--- src/rtl/if_id_queue.sv ---
// Instruction buffer between fetch (pc_reg + rom) and decode: a DEPTH-entry FIFO of {pc, inst} pairs.
// Latency: a word accepted at edge N is presented on id_* after edge N; there is no if_* -> id_* bypass.
// Backpressure: if_ready_o drops when full and depends only on registered occupancy; decode stalls by holding id_ready_i low.
//
// Ports:
//   clk, rst        clock and synchronous active-high reset
//   flush_i         redirect: drop every buffered entry and the word offered in the same cycle
//   if_valid_i      fetch offers {if_pc_i, if_inst_i}; accepted when if_ready_o is high
//   if_ready_o      queue has a free slot this cycle
//   id_valid_o      head entry {id_pc_o, id_inst_o} is valid; NOP/pc 0 are shown when empty
//   id_ready_i      decode consumes the head entry this cycle
//   count_o         registered occupancy, 0..DEPTH

module if_id_queue #(
    parameter int AW    = 32,
    parameter int IW    = 32,
    parameter int DEPTH = 2
) (
    input  logic                     clk,
    input  logic                     rst,
    input  logic                     flush_i,
    input  logic                     if_valid_i,
    input  logic [AW-1:0]            if_pc_i,
    input  logic [IW-1:0]            if_inst_i,
    output logic                     if_ready_o,
    output logic                     id_valid_o,
    output logic [AW-1:0]            id_pc_o,
    output logic [IW-1:0]            id_inst_o,
    input  logic                     id_ready_i,
    output logic [$clog2(DEPTH):0]   count_o
);

    localparam int PW = $clog2(DEPTH);
    localparam int CW = PW + 1;

    // addi x0, x0, 0 -- what decode sees whenever nothing is buffered
    localparam logic [IW-1:0] NOP_INST = IW'(32'h0000_0013);

    logic [AW-1:0] pc_mem   [DEPTH];
    logic [IW-1:0] inst_mem [DEPTH];

    logic [PW-1:0] wr_ptr;
    logic [PW-1:0] rd_ptr;
    logic [CW-1:0] count;

    logic full;
    logic empty;
    logic push;
    logic pop;

    assign full  = (count == CW'(DEPTH));
    assign empty = (count == '0);

    // Ready comes from registered state only, so a pop in a full cycle does
    // not open the slot until the next cycle; this keeps fetch timing short.
    assign if_ready_o = ~rst & ~full;

    // Gated by rst so the outputs are clean even before the first reset edge
    // has cleared count.
    assign id_valid_o = ~rst & ~empty;

    // A flush suppresses both sides so the in-flight fetch word is dropped
    // and decode does not consume the stale head.
    assign push = if_valid_i & if_ready_o & ~flush_i;
    assign pop  = id_valid_o & id_ready_i & ~flush_i;

    assign id_pc_o   = id_valid_o ? pc_mem[rd_ptr]   : '0;
    assign id_inst_o = id_valid_o ? inst_mem[rd_ptr] : NOP_INST;
    assign count_o   = count;

    // Storage needs no reset: its contents are only visible through rd_ptr
    // when count is non-zero.
    always_ff @(posedge clk) begin
        if (push) begin
            pc_mem[wr_ptr]   <= if_pc_i;
            inst_mem[wr_ptr] <= if_inst_i;
        end
    end

    // Pointers wrap naturally modulo DEPTH (power of two).
    always_ff @(posedge clk) begin
        if (rst) begin
            wr_ptr <= '0;
            rd_ptr <= '0;
            count  <= '0;
        end else if (flush_i) begin
            // Realign read to write so the queue is empty without touching wr_ptr.
            rd_ptr <= wr_ptr;
            count  <= '0;
        end else begin
            if (push) begin
                wr_ptr <= wr_ptr + PW'(1);
            end
            if (pop) begin
                rd_ptr <= rd_ptr + PW'(1);
            end
            case ({push, pop})
                2'b10:   count <= count + CW'(1);
                2'b01:   count <= count - CW'(1);
                default: count <= count;
            endcase
        end
    end

endmodule

--- config.mk ---
export PLATFORM = sky130hd
export DESIGN_NAME = if_id_queue
export DESIGN_NICKNAME = d
export VERILOG_FILES = /design/src/rtl/if_id_queue.sv
export SDC_FILE = /design/constraint.sdc
export NUM_CORES = 1
export LEC_CHECK = 0
export CAP_MARGIN = 40
export CORE_MARGIN = 5
export CORE_UTILIZATION = 43
export DETAILED_ROUTE_END_ITERATION = 16
export PLACE_DENSITY = 0.72
export REMOVE_ABC_BUFFERS = 1
export SYNTH_ARGS = -nofsm -noshare
export SYNTH_HDL_FRONTEND = slang
export SYNTH_SLANG_ARGS = --single-unit
export TNS_END_PERCENT = 100
--- constraint.sdc ---
create_clock -name clk -period 4.55 [get_ports clk]
set_input_delay 0.91 -clock clk [delete_from_list [all_inputs] [get_ports clk]]
set_output_delay 0.91 -clock clk [all_outputs]
set_load 0.05 [all_outputs]
# ---- After elaboration in Yosys (flattened, before gate mapping)
# Memory sizes are Yosys's and may differ from the RTL's. A register that Yosys moved wholly into a read port is not among the register bits.
# Index checks and enable logic that the tools add are counted.
dict set report op_classes {
  addsub 4
  mux 11
  reduce_logical 5
  eq_ne 3
  bitwise 10
}
# op n
set op_table {}
lappend op_table {{32-bit two-way mux} 2}
lappend op_table {{1-bit two-way mux} 8}
lappend op_table {{1-bit bitwise AND} 6}
lappend op_table {{2-bit equality test, second input constant} 2}
lappend op_table {{1-bit NOT} 4}
lappend op_table {{2-bit case mux with 2 select lines} 1}
lappend op_table {{2-bit nonzero test} 2}
lappend op_table {{1-bit adder, second input constant} 2}
lappend op_table {{2-bit by 1-bit adder with 2-bit output, second input constant} 1}
lappend op_table {{2-bit by 1-bit equality test with 1-bit output, second input constant} 1}
lappend op_table {{2-bit zero test} 1}
lappend op_table {{2-bit AND reduction} 1}
lappend op_table {{2-bit OR reduction} 1}
lappend op_table {{2-bit by 1-bit subtractor with 2-bit output, second input constant} 1}
dict set report totals {
  out_inout_bits 68
  ram_bits 128
  memories 2
  reg_bits 4
}
# name depth width rd rd_clocked_by_memory_dff write_ports line_no
set memory_table {}
lappend memory_table {inst_mem 2 32 1 1 1 40} ;# logic [IW-1:0] inst_mem [DEPTH];
lappend memory_table {pc_mem 2 32 1 1 1 39} ;# logic [AW-1:0] pc_mem [DEPTH];

# ---- Logic depth before layout (Yosys ltp)
# Gate-level depths: netlist of run 1.
dict set report depth {
  word_depth 9
  depth_mapped 8
}

# ---- Worst setup path before layout of run 1
# No wires, ideal clock.
dict set report synth_timing {
  kind {input-to-reg}
  startpoint {in rst}
  endpoint {mem inst_mem[0][0], enable pin}
  required_time_ps 4063
  n_path_buf 0
  path_stages 3
  arrival_time_ps 3883
  setup_ps 487
  slack_ps 181
  cell_sequence {nor2_1 -> nand3_1 -> nor2_1}
}
dict set report synth_between {
  elab_chain_len 6
}
# element line_no
set synth_lines {}
lappend synth_lines {{from (decl)} 20} ;# input logic rst,
lappend synth_lines {{1-bit NOT} 56} ;# assign if_ready_o = ~rst & ~full;
lappend synth_lines {{1-bit bitwise AND} 56}
lappend synth_lines {{1-bit bitwise AND (2 in a row)} 64} ;# assign push = if_valid_i & if_ready_o & ~flush_i;
lappend synth_lines {{1-bit two-way mux} 74} ;# if (push) begin
lappend synth_lines {{1-bit two-way mux (implied by the code)} 76} ;# inst_mem[wr_ptr] <= if_inst_i;
lappend synth_lines {{to (decl)} 40}
# Every way passes these cells.

# ---- Worst setup path after layout of run 1
dict set report layout_timing {
  startpoint {in rst}
  endpoint {out id_inst_o[3]}
}
dict set report layout_between {
  elab_chain_len 3
}
# element line_no
set layout_lines {}
lappend layout_lines {{1-bit NOT} 60} ;# assign id_valid_o = ~rst & ~empty;
lappend layout_lines {{1-bit bitwise AND} 60}
lappend layout_lines {{32-bit two-way mux} 68} ;# assign id_inst_o = id_valid_o ? inst_mem[rd_ptr] : NOP_INST;
lappend layout_lines {{to (decl)} 28} ;# output logic [IW-1:0] id_inst_o,
# Every way passes these cells.

==> results of run 1 <==
cell usage in the layout (no fill, tap or decap), drive strengths merged, types with 2 or more instances in the layout:
cell type,n
clkdlybuf4s50,136
edfxtp,128
mux2i,65
nand2,4
dfxtp,5
nand2b,2
buf,6
nor2,65
clkbuf,21
clkinv,9
inv,2
state kept, by name, summed over array words and instances, names as in the netlist, named ones only:
signal	flops
inst_mem	64
rd_ptr	1
wr_ptr	1
pc_mem	64
count_o	2
power groups by stage:
stage / combinational [uW] / clock (uW) / sequential (uW)
3_5_place_dp: 178 / 0 / 1410
4_1_cts: 180 / 1130 / 1390
3_3_place_gp: 175 / 0 / 1410
2_1_floorplan: 77.2 / 0 / 1420
6_report: 177 / 1110 / 1390
5_1_grt: 190 / 1190 / 1390
kinds of logic after synthesis:
kind of cell,synth area share [%]
xor+xnor,0.347
flops,78.2
buf+inv,1.29
fa+ha+maj,0.248
compound gates,0.968
simple gates,6.03
mux,12.9
worst min path at each step:
stage / startpoint / to / slack [ps] / cells after the start
after floorplan: wr_ptr / wr_ptr / 450 / 1
after global placement: wr_ptr / wr_ptr / 510 / 1
after detailed placement: wr_ptr / wr_ptr / 560 / 1
after CTS: wr_ptr / wr_ptr / 570 / 1
after global routing: wr_ptr / wr_ptr / 600 / 1
final: wr_ptr / wr_ptr / 560 / 1
per-layer routing:
metal	part of all wire [%]	vias to the layer above	routed length (um)	global-route usage (%)
met4	0.85	0	83	4.95
met1	42	1393	4110	16.4
met2	51	86	4960	24.3
met5	0	-	0	0
li1	-	1402	-	-
met3	6.7	12	659	6.30
stage by stage:
step / setup WS (ps) / cells / util [%] / power [uW] / hold WS, ps
global placement: 470 / 569 / 57.8 / 1590 / 507
global route: 295 / 599 / 62.0 / 2770 / 597
CTS: 406 / 599 / 62.0 / 2700 / 568
detailed placement: 432 / 569 / 57.8 / 1590 / 555
floorplan: 181 / 284 / - / 1500 / 450
finish: 444 / 599 / 62.0 / 2680 / 556
final cells by class:
class	instances	area, um2
Tap cell	143	179
Sequential cell	133	3950
Multi-Input combinational cell	149	1050
Inverter	2	7.51
Clock buffer	21	440
Clock inverter	9	40.0
Fill cell	880	4360
Timing Repair Buffer	142	1440
==> impl_metrics.env, run 1 <==
export IMPL_outcome="completed"
export IMPL_vdd_ir_drop_max_mv=0.252
export IMPL_clock_sinks=133
export IMPL_synth_flop_cell="edfxtp_1"
export IMPL_synth_cell_types=23
export IMPL_synth_area_leader_cell="edfxtp_1"
export IMPL_setup_violations_final=0
export IMPL_nNetsFinal=515
export IMPL_drtIter0Drc=82
export IMPL_syn_area_um2=5040
export IMPL_fin_crit_ps=4110
export IMPL_cts_max_path_buffers=2
export IMPL_max_slew_margin_pct=50.3
export IMPL_finalSetupTns_ps=0
export IMPL_clk_latency_ps=400
export IMPL_rsz0062_at_grt="no"
export IMPL_crit_fanout=36
export IMPL_n_antenna_cell=0
export IMPL_place_area_um2=6630
export IMPL_design_area_um2=7110
export IMPL_synth_most_common_cell="edfxtp_1"
export IMPL_die_w_um=118
export IMPL_die_y_um=118
export IMPL_ios=137
export IMPL_reg2reg_slack_ps=2320
export IMPL_cts_hold_fix_buffers=0
export IMPL_die_area_um2=14000
export IMPL_p_sw_uw=532
export IMPL_grt_first_pass_wirelength_um=15700
export IMPL_seq_area_frac_synth_pct=78.2
export IMPL_crit_top_cell="clkdlybuf4s50_1"
export IMPL_grt_usage_pct=14.4
export IMPL_skew_ps=5.75
export IMPL_start_kind="input port"
export IMPL_clk_pin_slew_worst_paths_ps=50
export IMPL_max_freq_mhz=244
export IMPL_crit_cells=5
export IMPL_critPathLaunch="rst"
export IMPL_worst_pin_slew_ps=744
export IMPL_coreArea_um2=11500
export IMPL_switching_share_pct=19.9
export IMPL_synth_edff_count=128
export IMPL_vias_per_cell=4.83
export IMPL_wire_per_inst_um=16.4
export IMPL_p_seq_share_pct=51.9
export IMPL_drt_first_pass_iters=4
export IMPL_cts_tree="done"
export IMPL_r2r_start="count_o[0]"
export IMPL_synth_top_area_share_pct=76.2
export IMPL_htreeDepth=4
export IMPL_numCtsBuffers=17
export IMPL_antenna_found_initial=0
export IMPL_end_kind="output pin"
export IMPL_crit_buf_inv=3
export IMPL_slew_violations=0
export IMPL_power_density_nw_per_um2=376
export IMPL_async_flop_share_pct=0
export IMPL_p_int_uw=2140
export IMPL_reg2reg_depth=4
export IMPL_syn_inst=297
export IMPL_drc=0
export IMPL_post_cts_buffers=0
export IMPL_p_clk_share_pct=41.5
export IMPL_drive_above_1_share_pct=7.24
export IMPL_crit_end="id_inst_o[3]"
export IMPL_syn2layout_area_growth_pct=40.9
export IMPL_avgSynthCellArea_um2=17.0
export IMPL_worst_path_max_delay_cell="clkdlybuf4s50_1"
export IMPL_path_delay_family="buffers and inverters"
export IMPL_num_vias=2893
export IMPL_grt_pass1_vias=3059
export IMPL_hold_class="reg -> reg"
export IMPL_synthTopCellsByCount="128 x edfxtp_1, 65 x mux2i_1, 65 x nor2_1"
export IMPL_maxCapViolations=0
export IMPL_cp_arrival_ps=3200
export IMPL_critPathRequiredTime_ps=3640
export IMPL_cts_resized=0
export IMPL_synthTopCellsByArea="edfxtp_1 76%, mux2i_1 13%, nor2_1 4.8%, dfxtp_1 2.0%, buf_2 0.69%"
export IMPL_gp_congestion=0.742
export IMPL_crit_chain="clkdlybuf4s50_1 -> o21bai_4 -> buf_4 -> nor2_1 -> clkdlybuf4s50_1"
export IMPL_antenna_left=0
export IMPL_post_route_period_util_pct=90.2
export IMPL_num_rows=39
export IMPL_r2r_end="inst_mem[1][17]"
export IMPL_clockRootBuffer="clkbuf_16"
export IMPL_pwr_share_comb_pct=6.6
export IMPL_grt_overflow_total=0
export IMPL_leakagePower_uw=0.00234
export IMPL_start_util_pct=44.0
export IMPL_ys_ff_latch=133
export IMPL_critical_path_max_stage_delay_ps=840
export IMPL_grt_start_max_net_pins=37
export IMPL_yosysWarningCount=0
export IMPL_hpwl_um=6720
export IMPL_totalWireLength_um=9820
export IMPL_critPathKind="in -> out"
export IMPL_hold_viol_final=0
export IMPL_io_buffers=136
No activity file was read; power rests on OpenSTA's default activity.
==> inputs of run 2 (changes only) <==
Settings changed: ABC_AREA set to 0, RECOVER_POWER set to 25, TNS_END_PERCENT 100 to 1.
==> impl_metrics.env, run 2 (synthesized netlist as in run 1, its figures left out) <==
export IMPL_grt_overflow_total=0
export IMPL_post_route_period_util_pct=90.3
export IMPL_critical_path_max_stage_delay_ps=840
export IMPL_htreeDepth=4
export IMPL_place_area_um2=6630
export IMPL_p_sw_uw=532
export IMPL_skew_ps=5.80
export IMPL_cts_tree="done"
export IMPL_end_kind="output pin"
export IMPL_power_density_nw_per_um2=375
export IMPL_p_clk_share_pct=41.6
export IMPL_fin_crit_ps=4110
export IMPL_numCtsBuffers=17
export IMPL_die_y_um=118
export IMPL_outcome="completed"
export IMPL_clockRootBuffer="clkbuf_16"
export IMPL_clk_latency_ps=400
export IMPL_rsz0062_at_grt="no"
export IMPL_final_common_cell="edfxtp_1"
export IMPL_num_rows=39
export IMPL_hpwl_um=6720
export IMPL_drt_first_pass_iters=4
export IMPL_critPathRequiredTime_ps=3640
export IMPL_cts_hold_fix_buffers=0
export IMPL_drtIter0Drc=90
export IMPL_cts_resized=0
export IMPL_total_power_uw=2670
export IMPL_nNetsFinal=515
export IMPL_vias_per_cell=4.83
export IMPL_grt_first_pass_wirelength_um=15700
export IMPL_vdd_ir_drop_max_mv=0.252
export IMPL_cts_max_path_buffers=2
export IMPL_finalSetupTns_ps=0
export IMPL_pwr_share_comb_pct=6.3
export IMPL_die_area_um2=14000
export IMPL_critPathKind="in -> out"
export IMPL_design_area_um2=7110
export IMPL_antenna_found_initial=1
export IMPL_crit_chain="clkdlybuf4s50_1 -> o21bai_4 -> buf_4 -> nor2_1 -> clkdlybuf4s50_1"
export IMPL_crit_fanout=36
export IMPL_leakagePower_uw=0.00235
export IMPL_p_int_uw=2140
export IMPL_post_cts_buffers=0
export IMPL_drive_above_1_share_pct=7.24
export IMPL_drc=0
export IMPL_holdWs_ps=556
export IMPL_max_slew_margin_pct=50.2
export IMPL_slew_violations=0
export IMPL_grt_pass1_vias=3059
export IMPL_totalWireLength_um=9800
export IMPL_cp_arrival_ps=3200
export IMPL_worst_pin_slew_ps=745
export IMPL_gp_congestion=0.742
export IMPL_setup_violations_final=0
export IMPL_hold_class="reg -> reg"
export IMPL_maxCapViolations=0
export IMPL_ios=137
export IMPL_clk_pin_slew_worst_paths_ps=50
export IMPL_die_w_um=118
export IMPL_coreArea_um2=11500
export IMPL_wire_per_inst_um=16.3
export IMPL_p_seq_share_pct=52.1
export IMPL_start_kind="input port"
export IMPL_antenna_left=0
export IMPL_worst_path_max_delay_cell="clkdlybuf4s50_1"
export IMPL_clock_sinks=133
export IMPL_crit_top_cell="clkdlybuf4s50_1"
export IMPL_reg2reg_slack_ps=2320
export IMPL_num_vias=2895
export IMPL_grt_start_max_net_pins=37
export IMPL_start_util_pct=44.0
export IMPL_syn2layout_area_growth_pct=41.0
export IMPL_max_freq_mhz=243
export IMPL_switching_share_pct=20.0
export IMPL_io_buffers=136
export IMPL_grt_usage_pct=14.4
export IMPL_layout_common_cells="128 x edfxtp_1, 93 x clkdlybuf4s50_1, 65 x mux2i_1, 63 x nor2_1, 43 x dlygate4sd3_1"
export IMPL_hold_viol_final=0
==> run 2: changes by cell type in the layout (fill, tap and decap cells not counted) <==
cell / previous run / this run
dlygate4sd3_1: 0 / 43
clkdlybuf4s50_1: 136 / 93
diode_2: 0 / 1
==> run 2: path summary, 6_finish.rpt <==
kind | start | endpoint | cells past startpoint
hold reg to reg | wr_ptr | wr_ptr | 1
setup / recovery | rst | id_inst_o[3] | 5
hold / removal | wr_ptr | wr_ptr | 1
setup reg to reg | count_o[0] | inst_mem[1][17] | 4
==> run 2: through the flow <==
stage | instances | setup WS [ps] | utilization (%)
after floorplan | 284 | 181 | -
after global placement | 569 | 470 | 57.8
after detailed placement | 569 | 432 | 57.8
after CTS | 599 | 406 | 62.0
after global routing | 600 | 295 | 62.0
final | 600 | 441 | 62.0
==> run 2: metal layers <==
metal	track usage, %	part of all wire, %
met1	16.4	42
met2	24.3	51
met3	6.30	6.8
met4	4.95	0.85
met5	0	0
==> run 2: layout make-up <==
cell class | instances | area, um2
Clock buffer | 21 | 440
Antenna cell | 1 | 2.50
Inverter | 2 | 7.51
Sequential cell | 133 | 3950
Timing Repair Buffer | 142 | 1440
Tap cell | 143 | 179
Fill cell | 879 | 4360
Multi-Input combinational cell | 149 | 1050
Clock inverter | 9 | 40.0
==> run 2: critical path: cells and delay by family <==
| family | cells | cell delay (ps) |
|---|---|---|
| simple gates | 1 | 200 |
| buf+inv | 3 | 1680 |
| compound gates | 1 | 380 |
==> run 2: power by group through the flow <==
stage                     Clock [uW]  Sequential, uW  Combinational, uW
after floorplan                    0            1420               77.2
final                           1110            1390                169
after CTS                       1130            1390                180
after detailed placement           0            1410                178
after global routing            1190            1390                182
after global placement             0            1410                175
==> inputs of run 3 (changes only) <==
Settings changed: CORE_MARGIN 5 to 10, GPL_ROUTABILITY_DRIVEN set to 0.
==> impl_metrics.env, run 3 (synthesized netlist as in run 1, its figures left out) <==
export IMPL_cts_resized=0
export IMPL_power_density_nw_per_um2=401
export IMPL_antenna_found_initial=1
export IMPL_drive_above_1_share_pct=8.75
export IMPL_final_common_cell="edfxtp_1"
export IMPL_grt_pass1_vias=3212
export IMPL_cts_max_path_buffers=2
export IMPL_drt_first_pass_iters=4
export IMPL_pwr_share_comb_pct=5.9
export IMPL_critPathKind="in -> out"
export IMPL_dp_cells=568
export IMPL_slew_violations=0
export IMPL_vias_per_cell=4.80
export IMPL_setup_violations_final=0
export IMPL_instances_no_fill=601
export IMPL_io_buffers=136
export IMPL_layout_common_cells="128 x edfxtp_1, 93 x clkdlybuf4s50_1, 65 x mux2i_1, 63 x nor2_1, 43 x dlygate4sd3_1"
export IMPL_fin_crit_ps=3930
export IMPL_hold_viol_final=0
export IMPL_htreeDepth=4
export IMPL_clock_sinks=133
export IMPL_grt_usage_pct=13.0
export IMPL_skew_ps=5.78
export IMPL_leakagePower_uw=0.00240
export IMPL_max_freq_mhz=254
export IMPL_drc=0
export IMPL_wire_per_inst_um=17.6
export IMPL_grt_first_pass_wirelength_um=16600
export IMPL_die_w_um=128
export IMPL_cp_arrival_ps=3020
export IMPL_syn2layout_area_growth_pct=42.8
export IMPL_p_clk_share_pct=46.0
export IMPL_grt_overflow_total=0
export IMPL_antenna_left=0
export IMPL_num_vias=2887
export IMPL_outcome="completed"
export IMPL_p_seq_share_pct=48.1
export IMPL_numCtsBuffers=17
export IMPL_start_kind="input port"
export IMPL_seq_area_um2=3950
export IMPL_clockRootBuffer="clkbuf_16"
export IMPL_maxCapViolations=0
export IMPL_drtIter0Drc=139
export IMPL_grt_start_max_net_pins=65
export IMPL_rsz0062_at_grt="no"
export IMPL_fillCellCount=885
export IMPL_cts_tree="done"
export IMPL_vdd_ir_drop_max_mv=0.236
export IMPL_nNetsFinal=514
export IMPL_start_util_pct=44.0
export IMPL_max_slew_margin_pct=42.5
export IMPL_hold_class="reg -> reg"
export IMPL_crit_fanout=29
export IMPL_finalSetupTns_ps=0
export IMPL_multi_input_area_um2=1050
export IMPL_end_kind="output pin"
export IMPL_clk_latency_ps=400
export IMPL_total_power_uw=2890
export IMPL_switching_share_pct=19.7
export IMPL_die_y_um=128
export IMPL_totalWireLength_um=10600
export IMPL_critPathRequiredTime_ps=3640
export IMPL_num_rows=39
export IMPL_die_area_um2=16500
export IMPL_worst_pin_slew_ps=862
export IMPL_post_route_period_util_pct=86.4
export IMPL_coreArea_um2=11500
export IMPL_ios=137
export IMPL_cts_hold_fix_buffers=0
export IMPL_p_int_uw=2320
export IMPL_post_cts_buffers=0
export IMPL_p_sw_uw=570
export IMPL_clk_pin_slew_worst_paths_ps=60
export IMPL_hpwl_um=7150
[run 3: cell types whose count changed in the layout (fill, tap and decap cells not counted)]
cell / before / now
clkinv_1: 4 / 1
clkinvlp_4: 0 / 1
clkbuf_1: 4 / 1
bufinv_16: 0 / 3
buf_12: 3 / 2
clkinv_4: 0 / 4
[run 3: area by class of cell]
cell class	instances	area share [%]
antenna	1	0.0348
clock buffer	18	5.96
clock inverter	14	2.24
inverter	2	0.104
multi-input combinational	149	14.6
sequential	133	54.8
tap	143	2.49
timing repair buffer	141	19.8
[run 3: worst paths after layout]
kind         slack [ps]        from            to  depth (start not counted)
min                 520      wr_ptr        wr_ptr                          1
max                 620         rst  id_inst_o[4]                          6
min reg2reg         520      wr_ptr        wr_ptr                          1
max reg2reg        2330  count_o[0]    count_o[1]                          8
[run 3: power groups by stage]
stage / combinational [uW] / clock, uW / sequential (uW)
after floorplan: 77.2 / 0 / 1420
after global placement: 175 / 0 / 1410
after detailed placement: 180 / 0 / 1410
after CTS: 180 / 1360 / 1390
after global routing: 183 / 1420 / 1390
final: 170 / 1330 / 1390
[run 3: critical path, cell delays in order]
cell	delay, ps
clkdlybuf4s50_1	600
o21bai_4	310
buf_12	250
inv_2	80
nand2_1	60
clkdlybuf4s50_1	800
[run 3: stage by stage]
stage               utilization (%)  setup slack (ps)  instance area, um2  hold slack, ps
floorplan                         -               181                4980             450
global placement               57.4               440                6590             503
detailed placement             57.6               609                6610             515
CTS                            62.8               601                7200             528
global route                   62.8               517                7200             586
finish                         62.8               621                7200             525
[run 3: layer usage]
metal	routed length, um	global-route usage (%)	vias up
li1	-	-	1404
met1	4080	14.2	1377
met2	5450	21.7	95
met3	924	6.12	11
met4	100	4.50	0
met5	0	0	-
